--- src/rtl/adc_sched_pkg.sv ---
// rtl/adc_sched_pkg.sv - shared state encoding, tag layout and word builder for the capture scheduler
package adc_sched_pkg;

    localparam int SAMPLE_W   = 12;
    localparam int WORD_W     = 16;

    localparam int SOF_BIT    = 15;
    localparam int EOF_BIT    = 14;
    localparam int FORCED_BIT = 13;
    localparam int OVF_BIT    = 12;

    typedef enum logic [2:0] {
        ST_IDLE    = 3'd0,
        ST_ARM     = 3'd1,
        ST_CAPTURE = 3'd2,
        ST_DRAIN   = 3'd3,
        ST_HOLDOFF = 3'd4
    } state_t;

    function automatic logic [WORD_W-1:0] make_word(
        input logic                sof,
        input logic                eof,
        input logic                forced,
        input logic                ovf,
        input logic [SAMPLE_W-1:0] sample
    );
        logic [WORD_W-1:0] w;
        w                 = '0;
        w[SOF_BIT]        = sof;
        w[EOF_BIT]        = eof;
        w[FORCED_BIT]     = forced;
        w[OVF_BIT]        = ovf;
        w[SAMPLE_W-1:0]   = sample;
        return w;
    endfunction

endpackage

--- src/rtl/adc_tick_gen.sv ---
// rtl/adc_tick_gen.sv - decimation counter producing one tick every div_sel+1 cycles
//
// Ports:
//   clk50m   system clock
//   reset_n  asynchronous active-low reset
//   clear    restart the count at 0 on the next cycle
//   div_sel  terminal count; tick when count == div_sel
//   tick     combinational, high on the terminal-count cycle
module adc_tick_gen (
    input  logic        clk50m,
    input  logic        reset_n,
    input  logic        clear,
    input  logic [15:0] div_sel,
    output logic        tick
);

    logic [15:0] cnt;

    assign tick = (cnt == div_sel);

    always_ff @(posedge clk50m or negedge reset_n) begin
        if (!reset_n) begin
            cnt <= '0;
        end else if (clear || tick) begin
            cnt <= '0;
        end else begin
            cnt <= cnt + 16'd1;
        end
    end

endmodule

--- src/rtl/adc_capture_sched.sv ---
// rtl/adc_capture_sched.sv - triggered fixed-length frame capture from the ADC into the sample FIFO
//
// Ports:
//   clk50m, reset_n        clock, asynchronous active-low reset
//   ad_ch1                 12-bit sample, valid every cycle
//   start, stop            one-cycle pulses: begin capture / abort to IDLE
//   cont, trig_mode,
//   trig_level, div_sel    configuration, latched on an accepted start
//   fifo_full, fifo_empty  FIFO status
//   wr_en, wr_data         FIFO write strobe and tagged word {SOF,EOF,forced,ovf,sample}
//   busy, overflow,
//   frame_cnt, state_o     status
module adc_capture_sched
    import adc_sched_pkg::*;
#(
    parameter int FRAME_LEN   = 256,
    parameter int ARM_TIMEOUT = 65535,
    parameter int HOLDOFF_CYC = 1000
) (
    input  logic        clk50m,
    input  logic        reset_n,
    input  logic [11:0] ad_ch1,
    input  logic        start,
    input  logic        stop,
    input  logic        cont,
    input  logic        trig_mode,
    input  logic [11:0] trig_level,
    input  logic [15:0] div_sel,
    input  logic        fifo_full,
    input  logic        fifo_empty,
    output logic        wr_en,
    output logic [15:0] wr_data,
    output logic        busy,
    output logic        overflow,
    output logic [7:0]  frame_cnt,
    output logic [2:0]  state_o
);

    localparam int TO_W = $clog2(ARM_TIMEOUT + 1);
    localparam int HO_W = $clog2(HOLDOFF_CYC + 1);
    localparam logic [15:0] LAST_SMP = 16'(FRAME_LEN - 1);

    state_t state, state_nx;

    logic            tick, tick_clr;
    logic [15:0]     div_l;
    logic            mode_l, cont_l;
    logic [11:0]     level_l;
    logic [11:0]     prev;
    logic            prev_valid;
    logic [TO_W-1:0] to_cnt;
    logic [15:0]     smp_n;
    logic [HO_W-1:0] hold_cnt;
    logic            forced_l;

    logic start_ok, edge_hit, timeout_hit, last_smp, hold_done;
    logic trig, trig_forced, emit, do_write, do_drop;
    logic word_sof, word_eof, word_forced;

    adc_tick_gen u_tick (
        .clk50m  (clk50m),
        .reset_n (reset_n),
        .clear   (tick_clr),
        .div_sel (div_l),
        .tick    (tick)
    );

    always_ff @(posedge clk50m or negedge reset_n) begin
        if (!reset_n) begin
            state <= ST_IDLE;
        end else begin
            state <= state_nx;
        end
    end

    always_comb begin
        state_nx    = state;
        start_ok    = 1'b0;
        trig        = 1'b0;
        trig_forced = 1'b0;
        emit        = 1'b0;
        // The first ARM tick only loads prev, so prev_valid gates the edge detector.
        edge_hit    = prev_valid && (prev < level_l) && (ad_ch1 >= level_l);
        timeout_hit = (to_cnt == TO_W'(ARM_TIMEOUT));
        last_smp    = (smp_n == LAST_SMP);
        hold_done   = (hold_cnt == HO_W'(HOLDOFF_CYC - 1));

        case (state)
            ST_IDLE: begin
                if (start && !stop) begin
                    start_ok = 1'b1;
                    state_nx = ST_ARM;
                end
            end
            ST_ARM: begin
                if (tick) begin
                    if (!mode_l || edge_hit) begin
                        trig = 1'b1;
                    end else if (timeout_hit) begin
                        trig        = 1'b1;
                        trig_forced = 1'b1;
                    end
                    if (trig) begin
                        emit     = 1'b1;
                        state_nx = ST_CAPTURE;
                    end
                end
            end
            ST_CAPTURE: begin
                if (tick) begin
                    emit = 1'b1;
                    if (last_smp) begin
                        state_nx = ST_DRAIN;
                    end
                end
            end
            ST_DRAIN: begin
                if (fifo_empty) begin
                    state_nx = ST_HOLDOFF;
                end
            end
            ST_HOLDOFF: begin
                if (hold_done) begin
                    state_nx = cont_l ? ST_ARM : ST_IDLE;
                end
            end
            default: begin
                state_nx = ST_IDLE;
            end
        endcase

        // Abort wins over everything, including a trigger in the same cycle.
        if (stop && (state != ST_IDLE)) begin
            state_nx    = ST_IDLE;
            emit        = 1'b0;
            trig        = 1'b0;
            trig_forced = 1'b0;
        end

        do_write    = emit && !fifo_full;
        do_drop     = emit && fifo_full;
        tick_clr    = (state_nx == ST_ARM) && (state != ST_ARM);
        word_sof    = (state == ST_ARM);
        word_eof    = (state == ST_CAPTURE) && last_smp;
        word_forced = (state == ST_ARM) ? trig_forced : forced_l;
    end

    always_ff @(posedge clk50m or negedge reset_n) begin
        if (!reset_n) begin
            wr_en      <= 1'b0;
            wr_data    <= '0;
            overflow   <= 1'b0;
            frame_cnt  <= '0;
            div_l      <= '0;
            mode_l     <= 1'b0;
            cont_l     <= 1'b0;
            level_l    <= '0;
            prev       <= '0;
            prev_valid <= 1'b0;
            to_cnt     <= '0;
            smp_n      <= '0;
            hold_cnt   <= '0;
            forced_l   <= 1'b0;
        end else begin
            wr_en <= do_write;
            if (do_write) begin
                wr_data <= make_word(word_sof, word_eof, word_forced, overflow, ad_ch1);
            end
            if (do_drop) begin
                overflow <= 1'b1;
            end

            if (start_ok) begin
                div_l   <= div_sel;
                mode_l  <= trig_mode;
                level_l <= trig_level;
                cont_l  <= cont;
            end

            // Every entry into ARM (from IDLE or a continuous re-arm) starts a fresh frame.
            if (tick_clr) begin
                overflow   <= 1'b0;
                smp_n      <= '0;
                to_cnt     <= '0;
                prev_valid <= 1'b0;
                forced_l   <= 1'b0;
            end else if ((state == ST_ARM) && tick) begin
                prev       <= ad_ch1;
                prev_valid <= 1'b1;
                if (trig) begin
                    // Triggering sample is sample 0 and has already been emitted.
                    smp_n    <= 16'd1;
                    forced_l <= trig_forced;
                end else begin
                    to_cnt <= to_cnt + 1'b1;
                end
            end else if ((state == ST_CAPTURE) && tick) begin
                smp_n <= smp_n + 16'd1;
            end

            if ((state == ST_CAPTURE) && (state_nx == ST_DRAIN)) begin
                frame_cnt <= frame_cnt + 8'd1;
            end

            hold_cnt <= (state == ST_HOLDOFF) ? hold_cnt + 1'b1 : '0;
        end
    end

    assign busy    = (state != ST_IDLE);
    assign state_o = state;

endmodule

--- config.mk ---
export PLATFORM = sky130hd
export DESIGN_NAME = adc_capture_sched
export DESIGN_NICKNAME = d
export VERILOG_FILES = /design/src/rtl/adc_sched_pkg.sv /design/src/rtl/adc_tick_gen.sv /design/src/rtl/adc_capture_sched.sv
export SDC_FILE = /design/constraint.sdc
export NUM_CORES = 1
export LEC_CHECK = 0
export ABC_AREA = 1
export CAP_MARGIN = 20
export CORE_MARGIN = 4
export CORE_UTILIZATION = 61
export CTS_CLUSTER_DIAMETER = 40
export DETAILED_ROUTE_END_ITERATION = 7
export GPL_TIMING_DRIVEN = 1
export PLACE_DENSITY = 0.95
export SETUP_SLACK_MARGIN = 0.5
export SYNTH_ARGS = -nofsm -noshare
export SYNTH_HDL_FRONTEND = slang
export SYNTH_SLANG_ARGS = --single-unit
--- constraint.sdc ---
create_clock -name clk50m -period 3.84 [get_ports clk50m]
set_clock_uncertainty 0.15 [all_clocks]
set_input_delay 0.768 -clock clk50m [delete_from_list [all_inputs] [get_ports clk50m]]
set_output_delay 0.768 -clock clk50m [all_outputs]
set_load 0.01 [all_outputs]
==> impl_metrics.py <==
metrics = {
    "clocking": {
        "cts_setup_buffers": 0,
        "clockBufferDepth": 2,
        "root_buffer": "clkbuf_16",
        "htree_levels": 4,
        "clk_latency_ps": 430,
        "cts_tree": "done",
        "path_clk_slew_ps": 60,
        "numCtsBuffers": 17,
        "cts_resized": 0,
        "cts_hold_buf": 0,
        "clock-sinks": 131,
    },
    "floorplan": {
        "die_area_mm2": 0.0133,
        "dieWidth_um": 116,
        "start_util_pct": 62.0,
        "core_area_mm2": 0.0114,
        "die_y_um": 116,
        "pin_count": 78,
        "rows": 39,
    },
    "yosys": {
        "ys.warnings.count": 0,
        "synth_common_cells": "nand2_1 (191), dfrtp_1 (131), inv_1 (87)",
        "synth_seq_cells": 131,
        "yosys-top-cells-area": "dfrtp_1 (46%), nand2_1 (10%), ha_1 (5.0%)",
        "syn_avg_cell_area_um2": 8.61,
        "synth_cell_types": 44,
        "syn_inst": 819,
        "syn_area_mm2": 0.00705,
        "yosysMostFrequentCell": "nand2_1",
        "synth_flop_cell": "dfrtp_1",
        "synth_top_area_share_pct": 46.5,
        "yosysTopAreaCell": "dfrtp_1",
        "ys_seq_area_share_pct": 46.5,
        "synth_edf_count": 0,
        "synthArstFlopShare_pct": 100,
        "syn_nets": 895,
    },
    "drt": {
        "ant_nets": 0,
        "drt-wirelength-per-cell_um": 15.6,
        "firstDrtPassIters": 8,
        "drc_errors": 0,
        "wirelength_mm": 16.5,
        "num_vias": 5901,
        "drt-initial-drc-count": 602,
        "viasPerCell": 5.58,
    },
    "setup_path": {
        "worst-endpoint-required_ps": 4000,
        "cp-start-kind": "input pin",
        "path_class": "in2reg",
        "r2r-start": "state_o[2]$_DFF_PN0_",
        "r2r_cells": 11,
        "cp_max_fo": 17,
        "slowest_stage": "clkdlybuf4s50_1",
        "crit_path_max_incr_delay_ps": 470,
        "worstPathArrival_ps": 3290,
        "crit_path_end_kind": "register",
        "r2r_setup_slack_ps": 880,
        "path_common_cell": "nand2_1",
        "path_cells": "clkdlybuf4s50_1, inv_1, ha_1, o21ai_0, nand2_1, nand2_1, nand2_1, nand2_1, nand2_1, nand2_1, nand3_2, nand2_1, nand2_1, nand2_4, nand2_4, nor2_4, nor2_1, nand3_1, nand2_1",
        "r2r-end": "wr_data[6]$_DFFE_PN0P_",
    },
    "finish": {
        "areaGrowthSynthToFinish_pct": 20.0,
        "multiInputGateArea_mm2": 0.00326,
        "fillCellCount": 747,
        "diodes": 0,
        "layout.cells.non_filler": 1058,
        "final_core_util_pct": 74.4,
        "drive_gt1_share_pct": 11.1,
        "seqCellArea_mm2": 0.00328,
        "finalNetCount": 978,
    },
    "timing": {
        "slew_headroom_pct": 58.5,
        "fin_setup_tns_ps": 0,
        "setup_slack_ps": 714,
        "period_needed_ps": 3130,
        "fmax_mhz": 320,
        "finalHoldViolations": 0,
        "worst_slew_pin_slew_ps": 622,
        "finalSetupViolations": 0,
        "slew_violations": 0,
        "period_share_pct": 81.4,
        "rsz0062_at_grt": "false",
    },
    "placement": {
        "dp_slack_ps": 328,
        "place_congestion": 0.894,
        "port_buffers": 77,
        "hpwlAfterDp_mm": 11.4,
        "post-place-cells": 1026,
    },
    "power_and_ir_drop": {
        "power.leakage_nw": 3.99,
        "ir_worst_vdd_v": 0.000459,
        "totalPowerFinal_mw": 4.86,
        "p_per_area_mw_per_mm2": 574,
    },
    "global_routing": {
        "antenna_found_initial": 0,
        "globalRoute.totalOverflow": 0,
        "grt_usage_pct": 26.7,
        "grt_pass1_vias": 5808,
        "grt_max_degree": 50,
        "grt_pass1_wl_mm": 27.9,
    },
    "outcome": {
        "status": "finished, final reports clean",
    },
    "flow_run": {
        "drv_cap": 0,
    },
    "min_path": {
        "min-delay-path-class": "in2async",
    },
}
where the power goes:
group / total (mW) / internal, mW / switching, mW / leakage, nW
sequential: 1.90 / 1.65 / 0.253 / 1.65
combinational: 1.42 / 0.593 / 0.824 / 2.06
clock: 1.54 / 0.952 / 0.591 / 0.279
total: 4.86 / 3.19 / 1.67 / 3.99
metal layers:
layer / up-vias / global-route usage [%] / part of all wire [%]
met5: - / 0 / 0
li1: 2812 / - / -
met1: 2802 / 34.1 / 41
met4: 0 / 10.9 / 3.2
met2: 229 / 43.9 / 49
met3: 58 / 6.32 / 6.7
registers in the layout, summed over array words and instances (netlist names):
register	cells
u_tick.cnt	16
wr_en	1
mode_l	1
prev_valid	1
to_cnt	16
smp_n	16
wr_data	16
prev	12
level_l	12
hold_cnt	10
frame_cnt	8
overflow	1
forced_l	1
div_l	16
cont_l	1
state_o	3
stage by stage:
step                      cell area (µm²)  hold WS, ps
after floorplan                      7050          283
after global placement               7900          300
after detailed placement             7900          321
after CTS                            8460          209
after global routing                 8460          247
final                                8460          192
cells by family after synthesis:
family                     count (synthesis)  synth area share [%]
AOI/OAI and AO/OA                         95                  7.38
xor gates and xnor gates                  45                  5.59
adders and majority gates                 28                  4.97
buffers and inverters                    114                  7.31
DFF                                      131                  46.5
muxes                                     19                  3.02
and+or+nand+nor                          387                  25.3
final cells by class:
class                      count  share of cell area (%)
multi-input combinational    574                    38.5
clock inverter                 9                   0.931
inverter                      92                    4.08
tap                          143                    2.11
clock buffer                  23                    5.76
timing repair buffer          86                    9.87
sequential                   131                    38.7
worst max-delay path by stage:
stage	from	to	slack (ps)	cells after the start
after CTS	ad_ch1[0]	smp_n[4]$_DFFE_PN0P_	750	19
after global routing	ad_ch1[9]	smp_n[4]$_DFFE_PN0P_	510	18
final	ad_ch1[0]	smp_n[4]$_DFFE_PN0P_	710	19
after global placement	ad_ch1[0]	smp_n[15]$_DFFE_PN0P_	380	19
after floorplan	ad_ch1[0]	to_cnt[11]$_DFFE_PN0P_	1130	19
after detailed placement	ad_ch1[0]	smp_n[4]$_DFFE_PN0P_	330	19
layout by cell type, fill, tap and decap left out, types with 2 or more instances in the layout:
cell type and instances:
nor3b_2 2, clkbuf_16 17, a21oi_1 31, nand2_2 5, mux2_2 18, nor3_1 11
nand2_1 191, nor3_2 5, o21ai_1 14, nand4_1 13, nand3_1 37, o21ai_2 5
o21ai_0 38, a21o_1 2, or2_2 5, and3_1 3, nand2_4 4, xnor2_1 21
clkinv_2 5, inv_2 4, nand3_2 2, nor2_1 82, ha_1 28, clkdlybuf4s50_1 76
nor3b_1 7, dfrtp_1 131, clkbuf_8 4, clkinvlp_4 2, nor4_1 5, xor2_1 24
nor2_2 7, clkbuf_1 2, buf_4 10, inv_1 87, nand3b_1 4
critical path, delay by kind of cell:
kind,cells,cell delay [ps]
buffers and inverters,2,530
AOI/OAI and AO/OA,1,150
adders and majority gates,1,280
and+or+nand+nor,15,1550
Note: power is estimated with default switching activity, not from simulation.
